[config.mk]
export PLATFORM = sky130hd
export DESIGN_NAME = ad7276_emu
export DESIGN_NICKNAME = d
export VERILOG_FILES = /design/src/rtl/ad7276_emu.sv
export SDC_FILE = /design/constraint.sdc
export NUM_CORES = 1
export LEC_CHECK = 0
export BUFFER_PORTS_ARGS = -buffer_cell sky130_fd_sc_hd__buf_2
export CAP_MARGIN = 10
export CORE_ASPECT_RATIO = 0.9
export CORE_MARGIN = 5
export CORE_UTILIZATION = 51
export CTS_BUF_LIST = sky130_fd_sc_hd__clkbuf_4 sky130_fd_sc_hd__clkbuf_8 sky130_fd_sc_hd__clkbuf_16
export CTS_CLUSTER_SIZE = 12
export DETAILED_ROUTE_END_ITERATION = 10
export PLACE_DENSITY = 0.74
export SLEW_MARGIN = 25
export SYNTH_ARGS = -nofsm -noshare
export SYNTH_HDL_FRONTEND = slang
export SYNTH_SLANG_ARGS = --single-unit
[constraint.sdc]
create_clock -name fpga_clk_i -period 1.6 [get_ports fpga_clk_i]
set_input_delay 0.08 -clock fpga_clk_i [delete_from_list [all_inputs] [get_ports fpga_clk_i]]
set_output_delay 0.08 -clock fpga_clk_i [all_outputs]
set_load 0.01 [all_outputs]
[src/rtl/ad7276_emu.sv]
// AD7276 ADC-pair responder: shifts two streamed samples out on the
// master's cs/sclk pins using the same frame format the reader expects.
module ad7276_emu #(
   parameter int DATA_WIDTH  = 12,
   parameter int LEAD_ZEROS  = 2,
   parameter int FRAME_BITS  = 16,
   parameter int SYNC_STAGES = 2
) (
   input  logic                  fpga_clk_i,
   input  logic                  reset_i,
   input  logic                  s_valid_i,
   output logic                  s_ready_o,
   input  logic [DATA_WIDTH-1:0] s_data_0_i,
   input  logic [DATA_WIDTH-1:0] s_data_1_i,
   input  logic                  cs_i,
   input  logic                  sclk_i,
   output logic                  data_0_o,
   output logic                  data_1_o,
   output logic                  data_oe_o,
   output logic                  frame_done_o,
   output logic                  abort_o,
   output logic                  underrun_o
);

   localparam int TRAIL = FRAME_BITS - LEAD_ZEROS - DATA_WIDTH;
   localparam int CW    = $clog2(FRAME_BITS + 1);

   typedef enum logic [1:0] {
      IDLE,
      SHIFT,
      DONE
   } state_t;

   logic [SYNC_STAGES-1:0] cs_sync;
   logic [SYNC_STAGES-1:0] sclk_sync;
   logic                   cs_q;
   logic                   sclk_q;
   logic                   cs_s;
   logic                   sclk_s;
   logic                   cs_fall;
   logic                   cs_rise;
   logic                   sclk_fall;

   logic [DATA_WIDTH-1:0]  hold_0;
   logic [DATA_WIDTH-1:0]  hold_1;
   logic                   full;
   logic                   load;
   logic                   capture;

   state_t                 state;
   logic [FRAME_BITS-1:0]  sr_0;
   logic [FRAME_BITS-1:0]  sr_1;
   logic [FRAME_BITS-1:0]  img_0;
   logic [FRAME_BITS-1:0]  img_1;
   logic [CW-1:0]          cnt;
   logic                   oe;
   logic                   done_p;
   logic                   abort_p;
   logic                   under_p;

   // CS chain resets low so a CS held low across reset never looks like a
   // fresh falling edge; only a new high-to-low transition starts a frame.
   always_ff @(posedge fpga_clk_i) begin
      if (reset_i) begin
         cs_sync   <= '0;
         cs_q      <= 1'b0;
         sclk_sync <= '1;
         sclk_q    <= 1'b1;
      end else begin
         cs_sync   <= (cs_sync << 1) | SYNC_STAGES'(cs_i);
         cs_q      <= cs_s;
         sclk_sync <= (sclk_sync << 1) | SYNC_STAGES'(sclk_i);
         sclk_q    <= sclk_s;
      end
   end

   assign cs_s      = cs_sync[SYNC_STAGES-1];
   assign sclk_s    = sclk_sync[SYNC_STAGES-1];
   assign cs_fall   = cs_q & ~cs_s;
   assign cs_rise   = ~cs_q & cs_s;
   assign sclk_fall = sclk_q & ~sclk_s;

   assign s_ready_o = ~full;
   assign load      = s_valid_i & s_ready_o;
   assign capture   = (state == IDLE) & cs_fall;

   always_ff @(posedge fpga_clk_i) begin
      if (reset_i) begin
         hold_0 <= '0;
         hold_1 <= '0;
         full   <= 1'b0;
      end else if (load) begin
         hold_0 <= s_data_0_i;
         hold_1 <= s_data_1_i;
         full   <= 1'b1;
      end else if (capture) begin
         full   <= 1'b0;
      end
   end

   assign img_0 = FRAME_BITS'(hold_0) << TRAIL;
   assign img_1 = FRAME_BITS'(hold_1) << TRAIL;

   always_ff @(posedge fpga_clk_i) begin
      if (reset_i) begin
         state   <= IDLE;
         sr_0    <= '0;
         sr_1    <= '0;
         cnt     <= '0;
         oe      <= 1'b0;
         done_p  <= 1'b0;
         abort_p <= 1'b0;
         under_p <= 1'b0;
      end else begin
         done_p  <= 1'b0;
         abort_p <= 1'b0;
         under_p <= 1'b0;
         unique case (state)
            IDLE: begin
               if (cs_fall) begin
                  sr_0    <= img_0;
                  sr_1    <= img_1;
                  cnt     <= CW'(FRAME_BITS);
                  oe      <= 1'b1;
                  under_p <= ~full;
                  state   <= SHIFT;
               end
            end
            SHIFT: begin
               if (cs_rise) begin
                  abort_p <= 1'b1;
                  oe      <= 1'b0;
                  sr_0    <= '0;
                  sr_1    <= '0;
                  state   <= IDLE;
               end else if (sclk_fall) begin
                  sr_0 <= sr_0 << 1;
                  sr_1 <= sr_1 << 1;
                  cnt  <= cnt - CW'(1);
                  if (cnt == CW'(1)) begin
                     done_p <= 1'b1;
                     state  <= DONE;
                  end
               end
            end
            DONE: begin
               if (cs_rise) begin
                  oe    <= 1'b0;
                  sr_0  <= '0;
                  sr_1  <= '0;
                  state <= IDLE;
               end else if (sclk_fall) begin
                  sr_0 <= sr_0 << 1;
                  sr_1 <= sr_1 << 1;
               end
            end
            default: state <= IDLE;
         endcase
      end
   end

   assign data_0_o     = sr_0[FRAME_BITS-1];
   assign data_1_o     = sr_1[FRAME_BITS-1];
   assign data_oe_o    = oe;
   assign frame_done_o = done_p;
   assign abort_o      = abort_p;
   assign underrun_o   = under_p;

endmodule

==> run_results.csv, run 1 <==
group,metric,value,unit
worst_setup_path,crit_chain,"inv_4, ha_4, mux2i_1, a211oi_2, buf_4, o211ai_1, xor2_1, a21oi_1",
die,rows,25,
die,dieArea,7186,um^2
clock_network,root_buffer,"clkbuf_8",
synthesis,syn_inst,345,
worst_setup_path,worstPathMaxFanout,5,
worst_setup_path,r2r_slack,0.002,ns
synthesis,synth.avg_cell_area,8.262,um^2
worst_setup_path,crit_slowest_cell,"dfxtp_4",
worst_setup_path,start_kind,"flop",
sta,fin_crit,1.598,ns
route,wire_per_inst,13.56,um
die,pin_count,36,
synthesis,synth_seq_cells,70,
global_route,antenna_found_initial,0,
die,initial_utilization,53.29,%
placement,gp_congestion,0.7979,
hold_path,hp-class,"input pin to flop",
clock_network,worst_setup_hold_path_clk_slew,0.07,ns
route,route.detailed.drc,0,
worst_setup_path,r2r_cells,8,
global_route,gr-usage-all-layers,19.91,%
sta,fmax,625.6,MHz
route,drtIter0Drc,172,
clock_network,cts.sink_count,70,
clock_network,tritoncts,"yes",
synthesis,syn_area,2850,um^2
cells_and_area,areaGrowthSynthToFinish,30.82,%
clock_network,h-tree-depth,3,
worst_setup_path,r2r-start,"state[0]$_SDFFE_PP0P_",
pwr,p_total,4413,uW
clock_network,cts_buffer_depth,2,
sta,finalCritPeriodShare,99.90,%
sta,relSlewSlack,77.60,%
cells_and_area,final_nets,449,
synthesis,ys_warn_count,0,
clock_network,clk_latency,0.34,ns
route,via_per_inst,5.276,
cells_and_area,layout-drive-gt1-share,22.91,%
global_route,gr-total-overflow,0,
route,postRouteAntennaNets,0,
route,vias,2564,
synthesis,synthArstFlopShare,0,%
cells_and_area,n_antenna_cell,0,
sta,worst_pin_slew,0.3360,ns
flow_run,cap_violations,0,
cells_and_area,post-route-util,69.71,%
placement,numPortBuffers,35,
route,routed_wl,6590,um
synthesis,synth_fp_nets,380,
sta,rsz0062_at_grt,"yes",
pwr,vdd_drop_max,766.3,uV
sta,fin_ws,0.001603,ns
worst_setup_path,r2r_end,"cnt[4]$_SDFFE_PP0P_",
run_status,status,"complete, no violations",
placement,post-dp-hpwl,4073,um
global_route,grt_pass1_wl,11200,um
die,fp.dieH,80.92,um
die,core,5349,um^2
synthesis,synth_edf_count,0,
synthesis,synth_cell_type_count,33,
worst_setup_path,cp.arrival,1.82,ns
worst_setup_path,max_stage_delay,0.37,ns
placement,place_ws,-0.005311,ns
worst_setup_path,worstSetupPathType,"flop to flop",
synthesis,ys.flop_type,"dfxtp_1",
pwr,power.density,1183,nW/um^2
global_route,grt_max_degree,34,
sta,clock_skew,0.008520,ns
synthesis,yosysSeqAreaShare,49.17,%
global_route,grt_pass1_vias,2533,
route,first_pass_iters,4,
sta,holdWs,0.05663,ns
worst_setup_path,worstSetupEndpointType,"flop",
worst_setup_path,crit_end,"cnt[4]$_SDFFE_PP0P_",
clock_network,cts-buffers-inserted,9,
die,die_width,88.80,um
pwr,cellLeakagePower,0.001531,uW
sta,slew_viol_final,0,
worst_setup_path,worstPathRequired,1.82,ns
worst_setup_path,critPathLaunch,"state[0]$_SDFFE_PP0P_",
sta,setup_viol,0,
sta,hold_viol,0,
[cells in the final DEF (no fill, tap or decap), types with 9 or more instances in the layout]
cell type | Yosys | final
buf_2 | 3 | 35
and3_1 | 22 | 22
a21oi_1 | 36 | 35
a211oi_1 | 23 | 21
nor3_1 | 24 | 24
dlygate4sd3_1 | 0 | 26
clkbuf_8 | 0 | 9
dfxtp_1 | 70 | 67
nor2_1 | 30 | 30
nand2_1 | 59 | 58
buf_4 | 2 | 21
[cells in the mapped netlist (all sizes together) (3+ instances only)]
library cell / n / area [um^2]
nand2: 59 / 221.5
or2: 4 / 25.02
nand4: 4 / 25.02
nor2: 31 / 118.9
nor2b: 4 / 25.02
nand2b: 4 / 25.02
a21oi: 37 / 188.9
a211oi: 24 / 185.2
inv: 5 / 18.77
ha: 6 / 75.07
and3: 22 / 137.6
buf: 6 / 33.77
nor3: 24 / 120.1
dfxtp: 70 / 1401
nand3: 3 / 15.01
xor2: 3 / 26.28
o21ai: 5 / 25.02
clkbuf: 20 / 75.07
[how the worst min path moves through the flow]
stage                 start                      end  slack (ns)  cells past startpoint
CTS                 reset_i    state[1]$_SDFFE_PP0P_        0.04                      2
global route        reset_i    cs_sync[1]$_SDFF_PP0_        0.06                      2
floorplan            sclk_i  sclk_sync[0]$_SDFF_PP1_        0.18                      1
global placement     sclk_i  sclk_sync[0]$_SDFF_PP1_        0.26                      2
detailed placement   sclk_i  sclk_sync[0]$_SDFF_PP1_        0.27                      2
finish              reset_i    state[1]$_SDFFE_PP0P_        0.06                      2
[kinds of logic (layout without fill, tap and decap cells)]
logic type,after synthesis,count (layout),synth area share [%]
mux,2,2,0.7024
buf+inv,32,106,4.609
xor+xnor,3,3,0.9220
fa+ha+maj,6,6,2.634
simple gates,162,162,26.95
flops,70,70,49.17
compound gates,70,70,15.01
[layer usage]
metal  up-vias  share of wire (%)  track usage (%)  routed length [um]
li1       1316                  -                -                   -
met1      1192                 45            23.98                2996
met2        48                 50            33.53                3266
met3         8                4.1            6.085                 272
met4         0               0.83            6.949                  55
met5         -                  0                0                   0
[sequential cells by signal (all words and copies together) (netlist names)]
name / count
cnt: 5
sclk_sync: 2
underrun_o: 1
abort_o: 1
cs_sync: 2
frame_done_o: 1
sr_0: 14
cs_q: 1
sr_1: 14
hold_0: 12
state: 2
data_oe_o: 1
sclk_q: 1
full: 1
hold_1: 12
[layout make-up]
| cell class | count | area (um^2) |
|---|---|---|
| tap | 67 | 83.83 |
| clock inverter | 6 | 86.33 |
| sequential | 70 | 1408 |
| inverter | 6 | 28.78 |
| clock buffer | 10 | 131.4 |
| fill | 428 | 1620 |
| timing repair buffer | 84 | 624.3 |
| multi-input combinational | 243 | 1366 |
[critical path: cells and delay by family (launching register included)]
kind / cells / cell delay, ns
buffers and inverters: 2 / 0.23
AOI/OAI and AO/OA: 3 / 0.33
DFF: 1 / 0.37
adders and majority gates: 1 / 0.15
xor gates and xnor gates: 1 / 0.17
muxes: 1 / 0.22
[power breakdown]
group / total [uW] / internal (uW) / leakage, uW / switching (uW)
clock: 1540 / 892 / 0.000110 / 650
sequential: 2010 / 1910 / 0.000574 / 94.9
combinational: 866 / 410 / 0.000847 / 456
[through the flow]
stage                     cell area [um^2]  setup TNS, ns  instances
after detailed placement              3203      -0.008728        442
after floorplan                       2882              0        345
after global placement                3203              0        442
after global routing                  3729        -0.2204        486
final                                 3729              0        486
after CTS                             3687       -0.01958        484
[what timing repair did]
item                                    4_1_cts  5_1_grt
hold endpoints to repair                     26        0
resized for setup                             3        8
endpoints found under the setup margin        5       31
setup buffers                                 0        2
hold buffers                                 26        0
(Power assumes the default switching activity.)
==> run 2, diff against run 1 <==
ABC_CLOCK_PERIOD_IN_PS = 1600   (was default)
CTS_CLUSTER_SIZE = default   (was 12)
SETUP_SLACK_MARGIN = 0.02   (was default)
==> run 2 against run 1 <==
Register-to-register slack better by 0.02 ns. Sequential share of layout area is essentially flat. Fmax up 1.5%. Sequential power hardly changed. Hold slack improved by 0.11 ns. Final cell count increased by 0.41%. Via count is 0.31% higher. Combinational power rose by 1%. Non-clock buffer count increased by 2. Critical path depth unchanged. Clock power shrank 13%. First-iteration DRC count decreased by 16%. Critical path type unchanged. Highest routed layer unchanged.
==> run_results.csv, run 2 (synthesis results as in run 1) <==
group,metric,value,unit
worst_setup_path,r2r_cells,8,
global_route,grt_max_degree,28,
sta,holdWs,0.1660,ns
sta,clock_skew,0.007326,ns
sta,setup_viol,0,
placement,gp_congestion,0.7539,
global_route,gr-total-overflow,0,
global_route,antenna_found_initial,0,
clock_network,tritoncts,"yes",
pwr,p_total,4219,uW
hold_path,hold_depth,4,
sta,worst_pin_slew,0.4911,ns
route,wl_met1,2982,um
cells_and_area,final_common_cell,"dfxtp_1",
placement,post-dp-hpwl,4165,um
placement,numPortBuffers,35,
sta,rsz0062_at_grt,"yes",
worst_setup_path,cp.arrival,1.80,ns
worst_setup_path,crit_family,"flip-flops",
route,via_per_inst,5.270,
clock_network,worst_setup_hold_path_clk_slew,0.07,ns
worst_setup_path,worstSetupEndpointType,"flop",
hold_path,holdPathEnd,"hold_0[0]$_SDFFE_PP0P_",
route,vias,2572,
cells_and_area,layout-drive-gt1-share,23.04,%
sta,slew_viol_final,0,
die,die_width,88.80,um
global_route,grt_pass1_vias,2449,
route,met3_length,299,um
route,top_layer_used,"met4",
global_route,gr-usage-all-layers,19.87,%
hold_path,min-delay-start,"s_valid_i",
pwr,power.density,1130,nW/um^2
hold_path,hp-class,"input pin to flop",
worst_setup_path,worstSetupPathType,"flop to flop",
route,first_pass_iters,6,
sta,fin_crit,1.575,ns
worst_setup_path,r2r_end,"cnt[4]$_SDFFE_PP0P_",
route,wire_per_inst,13.46,um
sta,hold_viol,0,
worst_setup_path,crit_slowest_cell,"dfxtp_4",
cells_and_area,reg_top3,"sr_0: 14 flops, sr_1: 14 flops",
route,dr_wl_met2,3211,um
route,postRouteAntennaNets,0,
clock_network,root_buffer,"clkbuf_8",
die,fp.dieH,80.92,um
clock_network,cts_buffer_depth,2,
die,dieArea,7186,um^2
run_status,status,"complete, no violations",
sta,finalCritPeriodShare,98.41,%
route,route.detailed.drc,0,
route,routed_wl,6568,um
pwr,cellLeakagePower,0.001532,uW
cells_and_area,final_nets,451,
worst_setup_path,worstPathRequired,1.83,ns
clock_network,h-tree-depth,3,
clock_network,cts-buffers-inserted,9,
placement,place_inst,442,
cells_and_area,instances_no_fill,488,
sta,tns,0,ns
clock_network,cts.sink_count,70,
die,pin_count,36,
die,rows,25,
worst_setup_path,r2r-start,"state[1]$_SDFFE_PP0P_",
pwr,vdd_drop_max,794.4,uV
worst_setup_path,r2r_slack,0.03,ns
worst_setup_path,max_stage_delay,0.36,ns
worst_setup_path,start_kind,"flop",
worst_setup_path,worst-path-buf-inv,2,
cells_and_area,areaGrowthSynthToFinish,30.95,%
cells_and_area,n_antenna_cell,0,
clock_network,clk_latency,0.35,ns
die,core,5349,um^2
worst_setup_path,crit_chain,"inv_4, ha_4, mux2i_1, a211oi_2, buf_4, o211ai_1, xor2_1, a21oi_1",
sta,fmax,635.1,MHz
worst_setup_path,worstPathMaxFanout,5,
sta,relSlewSlack,67.26,%
route,drtIter0Drc,144,
cells_and_area,mostFrequentLayoutCells,"68 x dfxtp_1, 58 x nand2_1, 35 x a21oi_1, 35 x buf_2, 30 x nor2_1",
flow_run,cap_violations,0,
die,initial_utilization,53.29,%
global_route,grt_pass1_wl,11150,um
==> run 2: worst max-delay path by stage <==
stage                                     start                     to  cells past startpoint
after floorplan           state[0]$_SDFFE_PP0P_    cnt[1]$_SDFFE_PP0P_                      7
after global placement    state[0]$_SDFFE_PP0P_    cnt[1]$_SDFFE_PP0P_                      7
after detailed placement  state[0]$_SDFFE_PP0P_  sr_0[14]$_SDFFE_PP0P_                      7
after CTS                 state[0]$_SDFFE_PP0P_    cnt[4]$_SDFFE_PP0P_                      8
after global routing      state[0]$_SDFFE_PP0P_    cnt[4]$_SDFFE_PP0P_                      8
final                     state[1]$_SDFFE_PP0P_    cnt[4]$_SDFFE_PP0P_                      8
==> run 2: report_power, final <==
group	switching, uW	internal (uW)
sequential	94.4	1910
clock	636	702
combinational	457	420
total	1190	3030
==> run 2: cell type report <==
class	count	area, um^2
clock buffers	13	172.7
fillers	412	1617
clock inverters	3	17.52
multi-input cells	243	1369
repair buffers	86	651.9
flip-flops and latches	70	1409
inverters	6	28.78
well taps	67	83.83
==> run 2: what timing repair did <==
action / CTS / global route
gates resized for setup: 3 / 6
pin swaps: 3 / 2
endpoints found under the hold margin: 26 / 0
gates cloned: 0 / 0
setup buffers: 3 / 1
hold buffers: 26 / 0
setup endpoints to repair: 6 / 30
==> run 2: worst min-delay path: cells and delay by family <==
kind | cells | cell delay, ns
AND/OR/NAND/NOR | 2 | 0.22
AO/OA/AOI/OAI | 1 | 0.05
buffers and inverters | 1 | 0.10
==> run 2: metal layers <==
layer,vias to the layer above,global-route usage [%]
met5,-,0
met4,0,6.647
met3,11,6.085
met2,55,33.61
met1,1185,23.93
li1,1321,-
==> run 2: through the flow <==
stage / util, % / area (um^2) / setup slack, ns
floorplan: - / 2885 / 0.02486
global placement: 60.19 / 3219 / 0.05688
global route: 69.78 / 3732 / -0.09915
CTS: 69.19 / 3701 / 0.01895
finish: 69.78 / 3732 / 0.02548
detailed placement: 60.19 / 3219 / 0.003204
